### src/rtl/uart_bcd_pkg.sv
// Shared types and constants for the BCD-to-ASCII UART sender.
// ASCII codes, terminator modes, FSM states and digit encoding.
package uart_bcd_pkg;

  localparam logic [7:0] ASCII_ZERO  = 8'h30;
  localparam logic [7:0] ASCII_QMARK = 8'h3F;
  localparam logic [7:0] ASCII_SPACE = 8'h20;
  localparam logic [7:0] ASCII_CR    = 8'h0D;
  localparam logic [7:0] ASCII_LF    = 8'h0A;

  localparam int TERM_NONE = 0;
  localparam int TERM_LF   = 1;
  localparam int TERM_CRLF = 2;

  typedef enum logic [2:0] {
    ST_IDLE,
    ST_START,
    ST_DATA,
    ST_STOP,
    ST_NEXT
  } tx_state_t;

  function automatic logic [7:0] bcd_to_ascii(
    input logic [3:0] nib
  );
    if (nib <= 4'd9) begin
      return ASCII_ZERO | {4'h0, nib};
    end
    return ASCII_QMARK;
  endfunction

endpackage

### src/rtl/uart_tx_bcd_n_byte.sv
// 8N1/8N2 byte serialiser; bits change only on baud_x1 edges.
// Ports: clk, reset, baud_x1_i, byte_i, byte_strobe_i, byte_ready_o,
//        frame_end_o (last stop bit ends, nothing queued), serial_o.
module uart_tx_byte
  import uart_bcd_pkg::*;
#(
  parameter int STOP_BITS = 1
) (
  input  logic       clk,
  input  logic       reset,
  input  logic       baud_x1_i,
  input  logic [7:0] byte_i,
  input  logic       byte_strobe_i,
  output logic       byte_ready_o,
  output logic       frame_end_o,
  output logic       serial_o
);

  tx_state_t   state_q, state_d;
  logic [7:0]  sh_q, sh_d;
  logic [2:0]  bit_q, bit_d;
  logic [0:0]  stop_q, stop_d;
  logic        pend_q, pend_d;
  logic [7:0]  pbyte_q, pbyte_d;
  logic        serial_q, serial_d;

  logic        last_stop;
  logic        take;
  logic        have;
  logic [7:0]  nxt_byte;

  assign last_stop = (state_q == ST_STOP) &&
                     (stop_q == 1'(STOP_BITS - 1));
  // A byte may be handed over while idle or during the
  // final stop bit, so frames run back-to-back.
  assign byte_ready_o = !pend_q &&
                        ((state_q == ST_IDLE) || last_stop);
  assign take     = byte_strobe_i && byte_ready_o;
  assign have     = pend_q || take;
  assign nxt_byte = pend_q ? pbyte_q : byte_i;
  assign serial_o = serial_q;

  always_ff @(posedge clk) begin
    if (reset) begin
      state_q  <= ST_IDLE;
      sh_q     <= '0;
      bit_q    <= '0;
      stop_q   <= '0;
      pend_q   <= 1'b0;
      pbyte_q  <= '0;
      serial_q <= 1'b1;
    end else begin
      state_q  <= state_d;
      sh_q     <= sh_d;
      bit_q    <= bit_d;
      stop_q   <= stop_d;
      pend_q   <= pend_d;
      pbyte_q  <= pbyte_d;
      serial_q <= serial_d;
    end
  end

  always_comb begin
    state_d     = state_q;
    sh_d        = sh_q;
    bit_d       = bit_q;
    stop_d      = stop_q;
    pend_d      = pend_q;
    pbyte_d     = pbyte_q;
    serial_d    = serial_q;
    frame_end_o = 1'b0;

    // Hold a byte handed over between baud strobes.
    if (take && !baud_x1_i) begin
      pend_d  = 1'b1;
      pbyte_d = byte_i;
    end

    unique case (state_q)
      ST_IDLE: begin
        if (baud_x1_i && have) begin
          state_d  = ST_START;
          serial_d = 1'b0;
          sh_d     = nxt_byte;
          pend_d   = 1'b0;
        end
      end
      ST_START: begin
        if (baud_x1_i) begin
          state_d  = ST_DATA;
          serial_d = sh_q[0];
          sh_d     = {1'b0, sh_q[7:1]};
          bit_d    = '0;
        end
      end
      ST_DATA: begin
        if (baud_x1_i) begin
          if (bit_q == 3'd7) begin
            state_d  = ST_STOP;
            serial_d = 1'b1;
            stop_d   = '0;
          end else begin
            serial_d = sh_q[0];
            sh_d     = {1'b0, sh_q[7:1]};
            bit_d    = bit_q + 3'd1;
          end
        end
      end
      ST_STOP: begin
        if (baud_x1_i) begin
          if (last_stop) begin
            if (have) begin
              state_d  = ST_START;
              serial_d = 1'b0;
              sh_d     = nxt_byte;
              pend_d   = 1'b0;
            end else begin
              state_d     = ST_IDLE;
              frame_end_o = 1'b1;
            end
          end else begin
            stop_d = stop_q + 1'b1;
          end
        end
      end
      default: begin
        state_d = ST_IDLE;
      end
    endcase
  end

endmodule

### src/rtl/uart_tx_bcd_n.sv
// Prints packed BCD as ASCII over UART, MSD first, plus terminator.
// Ports: clk, reset, baud_x1, data, data_strobe, ready, serial.
// `define UART_BCD_ZERO_SUPPRESS_EN prints leading zeros as spaces.
module uart_tx_bcd_n
  import uart_bcd_pkg::*;
#(
  parameter int NUM_DIGITS = 8,
  parameter int STOP_BITS  = 1,
  parameter int TERM_MODE  = 2
) (
  input  logic                    clk,
  input  logic                    reset,
  input  logic                    baud_x1,
  input  logic [4*NUM_DIGITS-1:0] data,
  input  logic                    data_strobe,
  output logic                    ready,
  output logic                    serial
);

  localparam int TOTAL = NUM_DIGITS + TERM_MODE;
  localparam int IW    = $clog2(TOTAL + 1);

  localparam logic [IW-1:0] ND      = IW'(NUM_DIGITS);
  localparam logic [IW-1:0] ND_LAST = IW'(NUM_DIGITS - 1);
  localparam logic [IW-1:0] NT      = IW'(TOTAL);

`ifdef UART_BCD_ZERO_SUPPRESS_EN
  localparam bit ZS = 1'b1;
`else
  localparam bit ZS = 1'b0;
`endif

  tx_state_t               state_q, state_d;
  logic [4*NUM_DIGITS-1:0] data_q, data_d;
  logic [IW-1:0]           idx_q, idx_d;
  logic                    lead_q, lead_d;

  logic [3:0] nib;
  logic       is_digit;
  logic [7:0] chr;
  logic       byte_strobe;
  logic       byte_ready;
  logic       frame_end;
  logic       byte_take;

  assign ready       = (state_q == ST_IDLE);
  assign is_digit    = (idx_q < ND);
  assign byte_strobe = (state_q == ST_NEXT) && (idx_q != NT);
  assign byte_take   = byte_strobe && byte_ready;

  always_comb begin
    nib = 4'h0;
    for (int k = 0; k < NUM_DIGITS; k++) begin
      if (idx_q == IW'(NUM_DIGITS - 1 - k)) begin
        nib = data_q[4*k +: 4];
      end
    end
  end

  // Character selection: digits first, then terminator bytes.
  always_comb begin
    chr = ASCII_LF;
    if (is_digit) begin
      if (ZS && lead_q && (nib == 4'h0) &&
          (idx_q != ND_LAST)) begin
        chr = ASCII_SPACE;
      end else begin
        chr = bcd_to_ascii(nib);
      end
    end else if ((TERM_MODE == TERM_CRLF) &&
                 (idx_q == ND)) begin
      chr = ASCII_CR;
    end
  end

  always_ff @(posedge clk) begin
    if (reset) begin
      state_q <= ST_IDLE;
      data_q  <= '0;
      idx_q   <= '0;
      lead_q  <= 1'b1;
    end else begin
      state_q <= state_d;
      data_q  <= data_d;
      idx_q   <= idx_d;
      lead_q  <= lead_d;
    end
  end

  always_comb begin
    state_d = state_q;
    data_d  = data_q;
    idx_d   = idx_q;
    lead_d  = lead_q;
    unique case (state_q)
      ST_IDLE: begin
        if (data_strobe) begin
          state_d = ST_NEXT;
          data_d  = data;
          idx_d   = '0;
          lead_d  = 1'b1;
        end
      end
      ST_NEXT: begin
        if (byte_take) begin
          idx_d = idx_q + 1'b1;
          // Invalid nibbles count as nonzero too.
          if (is_digit && (nib != 4'h0)) begin
            lead_d = 1'b0;
          end
        end
        if (frame_end) begin
          state_d = ST_IDLE;
          idx_d   = '0;
        end
      end
      default: begin
        state_d = ST_IDLE;
      end
    endcase
  end

  uart_tx_byte #(
    .STOP_BITS (STOP_BITS)
  ) u_byte (
    .clk           (clk),
    .reset         (reset),
    .baud_x1_i     (baud_x1),
    .byte_i        (chr),
    .byte_strobe_i (byte_strobe),
    .byte_ready_o  (byte_ready),
    .frame_end_o   (frame_end),
    .serial_o      (serial)
  );

endmodule

### config.mk
export PLATFORM = sky130hd
export DESIGN_NAME = uart_tx_bcd_n
export DESIGN_NICKNAME = d
export VERILOG_FILES = /design/src/rtl/uart_bcd_pkg.sv /design/src/rtl/uart_tx_bcd_n_byte.sv /design/src/rtl/uart_tx_bcd_n.sv
export SDC_FILE = /design/constraint.sdc
export NUM_CORES = 1
export LEC_CHECK = 0
export ABC_AREA = 1
export CAP_MARGIN = 25
export CORE_UTILIZATION = 30
export DETAILED_ROUTE_END_ITERATION = 10
export DONT_BUFFER_PORTS = 1
export PLACE_DENSITY = 0.45
export RECOVER_POWER = 25
export SLEW_MARGIN = 25
export SYNTH_ARGS = -nofsm -noshare
export SYNTH_HDL_FRONTEND = slang
export SYNTH_SLANG_ARGS = --single-unit
### constraint.sdc
create_clock -name clk -period 2.05 [get_ports clk]
set_clock_uncertainty 0.1 [all_clocks]
set_input_delay 0.41 -clock clk [delete_from_list [all_inputs] [get_ports clk]]
set_output_delay 0.41 -clock clk [all_outputs]
set_load 0.01 [all_outputs]
## Yosys cells after proc, flatten, opt, wreduce, memory -nomap -nowiden

Cells that the tools add are included.

- Flip-flop bits (word level): 64
- Bits of input ports: 36
- Output and inout port bits: 2
- Word-level logic and storage cells: 132

- Add/subtract/negate cells: 3
- Order comparisons: 2
- Equality and inequality tests: 26
- Multiplexer cells: 65
- Bitwise gates (word level): 1
- Reduce and logical (&&, ||, !) cells: 25

Operators with widths:

| operator | count |
|---|---|
| 2-to-1 mux 8 bit | 11 |
| 2-to-1 mux 4 bit | 11 |
| 2-to-1 mux 3 bit | 12 |
| one-hot mux 8 bit (4 select lines) | 1 |
| 2-to-1 mux 1 bit | 23 |
| == test 4 x 3 -> 1 bit, second input constant | 4 |
| != test 2 bit, second input constant | 8 |
| one-hot mux 3 bit (2 select lines) | 2 |
| one-hot mux 3 bit (4 select lines) | 1 |
| == test 4 x 2 -> 1 bit, second input constant | 2 |
| one-hot mux 4 bit (2 select lines) | 1 |
| AND reduction 8 bit | 1 |
| AND reduction 7 bit | 1 |
| == test 3 x 2 -> 1 bit, second input constant | 2 |
| == test 3 bit, second input constant | 2 |
| logical AND 1 bit | 6 |
| logical NOT 3 bit | 2 |
| != test 2 x 1 -> 1 bit, second input constant | 3 |
| AND reduction 6 bit | 1 |
| nonzero test 2 bit | 3 |
| AND reduction 5 bit | 1 |
| adder 4 x 1 -> 4 bit, second input constant | 1 |
| == test 4 x 1 -> 1 bit, second input constant | 1 |
| == test 4 bit, second input constant | 1 |
| other kinds (17) | 21 |

## Longest topological paths before layout

Gate-level depths: netlist of run 1.

- Word-level depth: 19
- Gate-level depth with buffers: 20
- Depth with buffers taken out: 20

## Hierarchy

A second synthesis of run 1 with hierarchy kept.

- Cell total of the unflattened synthesis: 487
- Area total of the unflattened synthesis: 3254.4 um^2

Modules (own cells, without submodules):

| module | instances | cells an instance | area each (um^2) | seq. area each (um^2) |
|---|---|---|---|---|
| uart_tx_bcd_n | 1 | 284 | 1895.6 | 740.7 |
| uart_tx_byte | 1 | 203 | 1358.8 | 480.5 |

## Worst setup path before layout of run 1

Ideal clock, no wire load.

- Path kind: register -> register
- From: register idx_q[0]
- To: register u_byte.sh_q[1]
- Setup time: 0.134 ns
- Arrival time: 1.850 ns
- Required time: 1.816 ns
- Setup slack: -0.034 ns
- Cell stages (with the launch flop): 21
- Path buffers: 1
- Clock period less this slack: 2.084 ns
- Path through: dfxtp_1 > inv_1 > ha_1 > buf_2 > inv_1 > nor2_1 > nand2_1 > nand3_1 > nand2_1 > nand2_1 > nand2_1 > nand2_1 > nand2_1 > a21oi_1 > nand2_1 > nand2_1 > nand3_1 > nand2_1 > nand2_1 > nand2_1 > a21oi_2

- Word-level cells in the longest chain between the ends: 19
- Elaborated cells between the ends (all ways): 39
- Those cells by class: order compare (2); eq/ne (11); mux (20); reduce/logical (6)

Ends and longest elaborated chain:

| what | RTL line | source |
|---|---|---|
| start, declared | uart_tx_bcd_n.sv:35 | `logic [IW-1:0] idx_q, idx_d;` |
| start signal, assigned | uart_tx_bcd_n.sv:85 | `idx_q <= idx_d;` |
| == test 4 x 3 -> 1 bit | uart_tx_bcd_n.sv:54 | `if (idx_q == IW'(NUM_DIGITS - 1 - k)) begin` |
| 2-to-1 mux 4 bit (8 in a row) | uart_tx_bcd_n.sv:54 |  |
| less-or-equal comparator 4 bit | uart_bcd_pkg.sv:26 | `if (nib <= 4'd9) begin` |
| 2-to-1 mux 1 bit | uart_bcd_pkg.sv:26 |  |
| 2-to-1 mux 1 bit | uart_tx_bcd_n.sv:63 | `if (is_digit) begin` |
| 2-to-1 mux 8 bit | uart_bcd_pkg.sv:29 | `return ASCII_QMARK;` |
| 2-to-1 mux 8 bit | uart_tx_bcd_n.sv:63 |  |
| 2-to-1 mux 8 bit | uart_tx_bcd_n_byte.sv:40 | `assign nxt_byte = pend_q ? pbyte_q : byte_i;` |
| 2-to-1 mux 8 bit | uart_tx_bcd_n_byte.sv:112 | `if (have) begin` |
| 2-to-1 mux 8 bit | uart_tx_bcd_n_byte.sv:111 | `if (last_stop) begin` |
| 2-to-1 mux 8 bit | uart_tx_bcd_n_byte.sv:110 | `if (baud_x1_i) begin` |
| one-hot mux 8 bit (4 select lines) | uart_tx_bcd_n_byte.sv:79 | `unique case (state_q)` |
| end signal, assigned | uart_tx_bcd_n_byte.sv:46 | `sh_q <= '0;` |
| end signal, assigned | uart_tx_bcd_n_byte.sv:54 | `sh_q <= sh_d;` |
| end, declared | uart_tx_bcd_n_byte.sv:20 | `logic [7:0] sh_q, sh_d;` |

Parallel ways exist; a longest one is shown, timed or not. The select of a mux whose other input is x is not followed.
A chain may end at the register's enable or synchronous reset.

## Worst setup path in the final report of run 1

- From: register idx_q[0]
- To: register u_byte.sh_q[3]

The elaborated chain is that of the path after synthesis.

==> results.md, run 1 <==
- Status: finished with violations
- Violated checks: negative setup slack
- Worst endpoint required time: 2.15 ns
- Vias in the first global route: 2665
- PnR worst setup slack: -0.0634 ns
- Yosys warns: 0
- Lkg Pwr: 1.60 nW
- CP cell instances: inv_4 > buf_6 > ha_4 > nand2_4 > buf_4 > buf_4 > o211ai_1 > nand4_1 > nand2_1 > a21oi_2 > buf_4 > o31ai_1 > a21oi_1
- RSZ-0062 raised after global routing: true
- Post-synthesis xor/xnor area fraction: 0
- CTS Buf Count: 5
- Area grow syn2layout: 27.0%
- Critical path class: reg -> reg
- Startpoint Class: flop
- Critical path data arrival time: 2.22 ns
- Clock buffer depth: 2
- Clock latency at the later pin of the worst-skew pair: 0.32 ns
- Largest family of logic cells by synthesized area: simple AND/OR/NAND/NOR gates
- Input/output buffers: 0
- Residual DRC count: 0
- Hold slack: 0.0405 ns
- Sequential share of the synthesized area: 0.392
- H-tree depth: 2
- Die Wd: 99.6 µm
- Final Hold Vio Count: 0
- Vias per cell: 4.68
- GR Util All Layers: 0.163
- Fmax: 0.473 GHz
- Clock tree from TritonCTS: yes
- Core area: 0.00924 mm²
- Via count: 2707
- Synth Area in Compound Gates: 0.200
- Share of layout cells above drive strength 1: 0.256
- Post-synthesis mux area share: 0
- Netlist cell types: 32
- Router iterations before antenna repair: 4
- Grt total ovfl: 0
- Die area: 0.00992 mm²
- Root buffer cell: clkbuf_8
- Number of routed nets with antenna violations: 0
- Most numerous cell on the critical path: buf_4
- Fin. max-slew vios: 0
- VDD IR max: 0.000332 V
- Avg Inst Size Synth: 6.87 µm²
- WL/cell: 13.2 µm
- Clock transition at the registers of the reported paths: 0.11 ns
- Die H: 99.6 µm
- Worst-path fanout max: 6
- Hold crit path type: in -> reg
- Total wire length: 7.64 mm
- Nets: 494
- First-pass GRT wire length: 12.8 mm
- Effective utilization at floorplan: 0.309
- Num rows: 35
- 1st-iter DRT viols: 133
- Fill cell count: 1012
- Critical path's slowest cell: dfxtp_4
- Antenna cells: 0
- Num ports: 38
- Post-DP HPWL: 5.58 mm
- Slowest Stage Delay on Critical Path: 0.39 ns
- Post-Syn Nets: 462
- Initial antenna violation count: 0
- Headroom to the max-slew limit: 0.649
- Pwr per Cell Area: 1110 mW/mm²
- Post-synthesis adder-cell area fraction: 0.0438
- Minimum clock period: 2.11 ns
- Tcrit/Tclk final: 1.03
- Synthesis-stage register bit count: 56
- Largest net degree at the start of global routing: 29
- Worst-Margin Slew: 0.526 ns
- Syn Inst Count: 416
- Max-Cap Viols: 0
- Fin util: 0.393
- Final Setup Violations: 4
- Post-Syn Area: 0.00286 mm²
- CP Capture Type: flop
- Gpl congestion: 0.835
- Simple logic cell fraction of the synthesized area: 0.269
- CTS Sinks: 56
==> cells in the mapped netlist <==
cell	instances	area share
buf_4	1	0.0026
buf_6	1	0.0039
a21oi_2	4	0.012
or2_0	2	0.0044
nand2_2	1	0.0022
nand2_1	67	0.088
a21oi_1	34	0.060
inv_2	5	0.0066
o211ai_1	4	0.011
o21ai_0	48	0.084
a211oi_1	4	0.011
nor2_1	73	0.096
o21ai_2	1	0.0031
nor2_2	3	0.0066
nor3_1	2	0.0035
nor2_4	1	0.0039
nor4_1	2	0.0044
clkbuf_1	15	0.020
o211a_1	1	0.0035
nand3_2	1	0.0035
nand3_4	1	0.0061
dfxtp_1	56	0.39
inv_1	46	0.060
buf_2	1	0.0018
a21oi_4	1	0.0057
ha_1	10	0.044
nor3_2	1	0.0035
o21ai_1	1	0.0018
o31ai_1	1	0.0026
nand3_1	19	0.033
a31oi_1	3	0.0066
nand4_1	6	0.013
==> stage by stage <==
stage / power (mW) / instance area [µm²] / std cells / setup slack [ns] / setup TNS (ns)
after detailed placement: 2.84 / 3220 / 564 / -0.153 / -0.758
after CTS: 3.83 / 3450 / 574 / 0.0000939 / 0
after global placement: 2.84 / 3220 / 564 / -0.128 / -0.685
after floorplan: 2.35 / 2860 / 416 / 0.0302 / 0
final: 4.03 / 3630 / 578 / -0.0634 / -0.101
after global routing: 4.34 / 3630 / 578 / -0.183 / -1.26
==> what timing repair did <==
action | CTS | global route
hold buffers | 0 | 0
gates cloned | 0 | 0
endpoints found under the setup margin | 10 | 16
buffers inserted | 2 | 4
gates resized for setup | 21 | 52
hold endpoints to repair | 0 | 0
pin swaps | 1 | 16
==> layer usage <==
metal,share of wire,track usage,vias up
li1,-,-,1411
met1,0.46,0.195,1252
met2,0.51,0.300,37
met3,0.025,0.0260,7
met4,0.0097,0.0419,0
met5,0,0,-
==> layout by cell type, fill, tap and decap left out, types with 2 or more instances in the layout <==
cell type	n
buf_4	37
a31oi_1	3
nand2_1	60
o21ai_2	4
ha_1	4
inv_4	3
nor2_4	3
dfxtp_4	4
ha_4	5
o21ai_1	4
nor2_2	6
nor4_2	2
inv_1	38
nand3_1	14
inv_2	9
or2_0	2
buf_6	4
a211oi_1	3
nand2_2	7
nor3_1	2
clkbuf_8	5
inv_6	2
o21ai_0	42
bufinv_16	2
nor2_1	68
o211ai_1	4
a21oi_2	8
nand3_4	2
nand3_2	5
dfxtp_1	51
a21oi_1	30
nand4_1	6
==> flip-flops by register name (all words and copies together), names as in the netlist, 2 cells and up <==
| name | flops |
|---|---|
| data_q | 32 |
| u_byte.sh_q | 6 |
| u_byte.pbyte_q | 5 |
| idx_q | 4 |
| u_byte.bit_q | 3 |
| u_byte.state_q | 2 |
==> final timing paths <==
| check | startpoint | endpoint | slack [ns] | cells after the start |
|---|---|---|---|---|
| worst min-delay path | reset | u_byte.sh_q[0]$_SDFFE_PP0P_ | 0.04 | 1 |
| worst max-delay path | idx_q[0]$_SDFFE_PP0P_ | u_byte.sh_q[3]$_SDFFE_PP0P_ | -0.06 | 13 |
| worst max register to register | idx_q[0]$_SDFFE_PP0P_ | u_byte.sh_q[3]$_SDFFE_PP0P_ | -0.06 | 13 |
| worst min register to register | u_byte.pbyte_q[4]$_SDFFE_PP0P_ | u_byte.pbyte_q[4]$_SDFFE_PP0P_ | 0.36 | 2 |
==> cells by family after synthesis <==
family,Yosys count
and+or+nand+nor,179
AOI/OAI and AO/OA,102
buffers and inverters,69
DFF,56
adders and majority gates,10
==> area by class of cell <==
| type | count | area (µm²) | share of cell area |
|---|---|---|---|
| Multi-Input combinational cell | 291 | 1660 | 0.457 |
| Clock buffer | 5 | 68.8 | 0.0190 |
| Clock inverter | 3 | 68.8 | 0.0190 |
| Timing Repair Buffer | 43 | 332 | 0.0914 |
| Tap cell | 129 | 161 | 0.0445 |
| Inverter | 51 | 204 | 0.0562 |
| Sequential cell | 56 | 1140 | 0.313 |
==> where the power goes <==
| part | switching, mW | internal [mW] | total [mW] |
|---|---|---|---|
| clock | 0.399 | 0.492 | 0.892 |
| sequential | 0.133 | 1.27 | 1.40 |
| combinational | 0.990 | 0.746 | 1.74 |
==> worst max-delay path: cells and delay by family, from the launching register on <==
kind                       cells  cell delay [ns]
AOI/OAI and AO/OA              4             0.53
adders and majority gates      1             0.15
DFF                            1             0.39
and+or+nand+nor                3             0.26
buffers and inverters          5             0.57
(Power assumes the default switching activity.)
==> inputs of run 2 (changes only) <==
--- a/config.mk
+++ b/config.mk
@@ -7,11 +7,12 @@
 export LEC_CHECK = 0
 export ABC_AREA = 1
 export CAP_MARGIN = 25
-export CORE_UTILIZATION = 30
+export CORE_UTILIZATION = 40
 export DETAILED_ROUTE_END_ITERATION = 10
 export DONT_BUFFER_PORTS = 1
-export PLACE_DENSITY = 0.45
+export PLACE_DENSITY = 0.56
 export RECOVER_POWER = 25
+export SETUP_SLACK_MARGIN = 0.02
 export SLEW_MARGIN = 25
 export SYNTH_ARGS = -nofsm -noshare
 export SYNTH_HDL_FRONTEND = slang
==> run 2 against run 1 <==
Compared with the run above:
- the run still ends with negative setup slack left
- combinational power about the same
- sequential cell count unchanged
- via count increased by 1.8%
- core utilization increased by 12 points
- critical path type unchanged
- largest cell class unchanged
- highest routed layer unchanged
==> results.md, run 2 (synthesized netlist as in run 1, its figures left out) <==
- Input/output buffers: 0
- R2R Path Start: idx_q[0]$_SDFFE_PP0P_
- Hold crit path type: in -> reg
- PnR worst setup slack: -0.0266 ns
- Critical path class: reg -> reg
- Worst path buffer plus inverter count: 5
- 1st-iter DRT viols: 104
- Hold path endpoint: u_byte.sh_q[1]$_SDFFE_PP0P_
- RSZ-0062 raised after global routing: true
- Pwr per Cell Area: 1100 mW/mm²
- WL/cell: 13.6 µm
- Sw frac: 0.394
- Area grow syn2layout: 23.7%
- Final Setup Violations: 3
- Hold Path Cell Cnt: 1
- Minimum clock period: 2.08 ns
- Via count: 2757
- Reg2Reg Capture Point: u_byte.sh_q[2]$_SDFFE_PP0P_
- Clock buffer depth: 2
- CP cell instances: inv_4 > ha_4 > buf_4 > nand3_2 > nand3_2 > inv_2 > o21ai_2 > nand2_1 > nand2_2 > inv_2 > nand3_4 > a21oi_4 > inv_4 > nor2_2 > nand2_2 > a21oi_2
- Sw Pwr: 1.53 mW
- Post-Layout Cell Count: 540
- Clock latency at the later pin of the worst-skew pair: 0.31 ns
- Critical path's slowest cell: dfxtp_4
- CP Capture Type: flop
- Worst endpoint required time: 2.20 ns
- Violated checks: negative setup slack
- Comb pwr share: 0.449
- CTS Buf Count: 5
- Design area: 0.00353 mm²
- Final Hold Vio Count: 0
- Num ports: 38
- Reg2reg setup slack: -0.03 ns
- Reg power frac: 0.363
- Num rows: 30
- Clock tree from TritonCTS: yes
- Number of routed nets with antenna violations: 0
- Fin util: 0.517
- Die H: 86.5 µm
- Worst-Margin Slew: 0.640 ns
- Lkg Pwr: 1.57 nW
- Worst-path fanout max: 7
- Pre-CTS setup slack: -0.0590 ns
- Core area: 0.00683 mm²
- Biggest register: data_q
- GR Util All Layers: 0.198
- First-pass GRT wire length: 11.8 mm
- Status: finished with violations
- Slowest Stage Delay on Critical Path: 0.41 ns
- VDD IR max: 0.000379 V
- Largest register FFs: 32
- Router iterations before antenna repair: 4
- Residual DRC count: 0
- Vias in the first global route: 2524
- Overall Power: 3.87 mW
- Top flop regs: data_q x32, u_byte.sh_q x6, u_byte.pbyte_q x5
- Fin. max-slew vios: 0
- CTS Hold Bufs: 0
- Root buffer cell: clkbuf_8
- Startpoint Class: flop
- Hold Crit Start: reset
- Total wire length: 7.36 mm
- Sum Neg Setup Slack: -0.0506 ns
- Critical path data arrival time: 2.23 ns
- Worst path top cell family by delay: simple AND/OR/NAND/NOR gates
- Nets: 488
- Die area: 0.00748 mm²
- Gpl congestion: 0.865
- Post-DP HPWL: 5.22 mm
- Initial antenna violation count: 0
- Fmax: 0.482 GHz
- Die Wd: 86.5 µm
- Placed instance area: 0.00317 mm²
- Clock group share of total power: 0.188
- H-tree depth: 2
- Effective utilization at floorplan: 0.418
- Tcrit/Tclk final: 1.01
- Headroom to the max-slew limit: 0.574
- Clock transition at the registers of the reported paths: 0.10 ns
- Largest net degree at the start of global routing: 36
- Commonest non-fill, non-tap cell in the layout: nor2_1
- Max-Cap Viols: 0
- R2r worst-path depth: 16
- Cells after DPL: 530
- Hold slack: 0.0566 ns
- CTS Sinks: 56
- Share of layout cells above drive strength 1: 0.262
- Vias per cell: 5.11
- Grt total ovfl: 0
- Cell-internal power: 2.35 mW
- Most frequent cells in the layout: nor2_1, nand2_1, dfxtp_1
## run 2: how the worst max path moves through the flow
stage | slack, ns | end | depth (start not counted) | startpoint
6_report | -0.03 | u_byte.sh_q[2]$_SDFFE_PP0P_ | 16 | idx_q[0]$_SDFFE_PP0P_
5_1_grt | -0.20 | u_byte.sh_q[1]$_SDFFE_PP0P_ | 19 | idx_q[0]$_SDFFE_PP0P_
4_1_cts | 0.008 | u_byte.sh_q[1]$_SDFFE_PP0P_ | 16 | idx_q[0]$_SDFFE_PP0P_
3_5_place_dp | -0.06 | u_byte.sh_q[1]$_SDFFE_PP0P_ | 16 | idx_q[0]$_SDFFE_PP0P_
3_3_place_gp | -0.05 | u_byte.sh_q[1]$_SDFFE_PP0P_ | 16 | idx_q[2]$_SDFFE_PP0P_
2_1_floorplan | 0.03 | u_byte.sh_q[1]$_SDFFE_PP0P_ | 20 | idx_q[0]$_SDFFE_PP0P_
## run 2: cell type report
cell class | count | area, µm²
Antenna cell | 1 | 2.50
Clock buffer | 6 | 72.6
Clock inverter | 2 | 35.0
Fill cell | 723 | 3300
Inverter | 51 | 201
Multi-Input combinational cell | 291 | 1680
Sequential cell | 56 | 1140
Tap cell | 96 | 120
Timing Repair Buffer | 37 | 283
## run 2: power groups by stage
stage / Combinational, mW / Clock [mW] / Sequential [mW]
floorplan: 1.00 / 0 / 1.35
global placement: 1.42 / 0 / 1.39
detailed placement: 1.44 / 0 / 1.39
CTS: 1.47 / 0.742 / 1.37
global route: 1.94 / 0.774 / 1.43
finish: 1.74 / 0.728 / 1.41
## run 2: per-layer routing
layer / part of all wire / track usage
met3: 0.024 / 0.0286
met1: 0.49 / 0.273
met2: 0.47 / 0.328
met5: 0 / 0
met4: 0.0090 / 0.0455
## run 2: what timing repair did
action | CTS | global route
setup endpoints to repair | 10 | 17
resized for setup | 15 | 59
pin swaps | 2 | 12
endpoints found under the hold margin | 0 | 0
setup buffers | 0 | 1
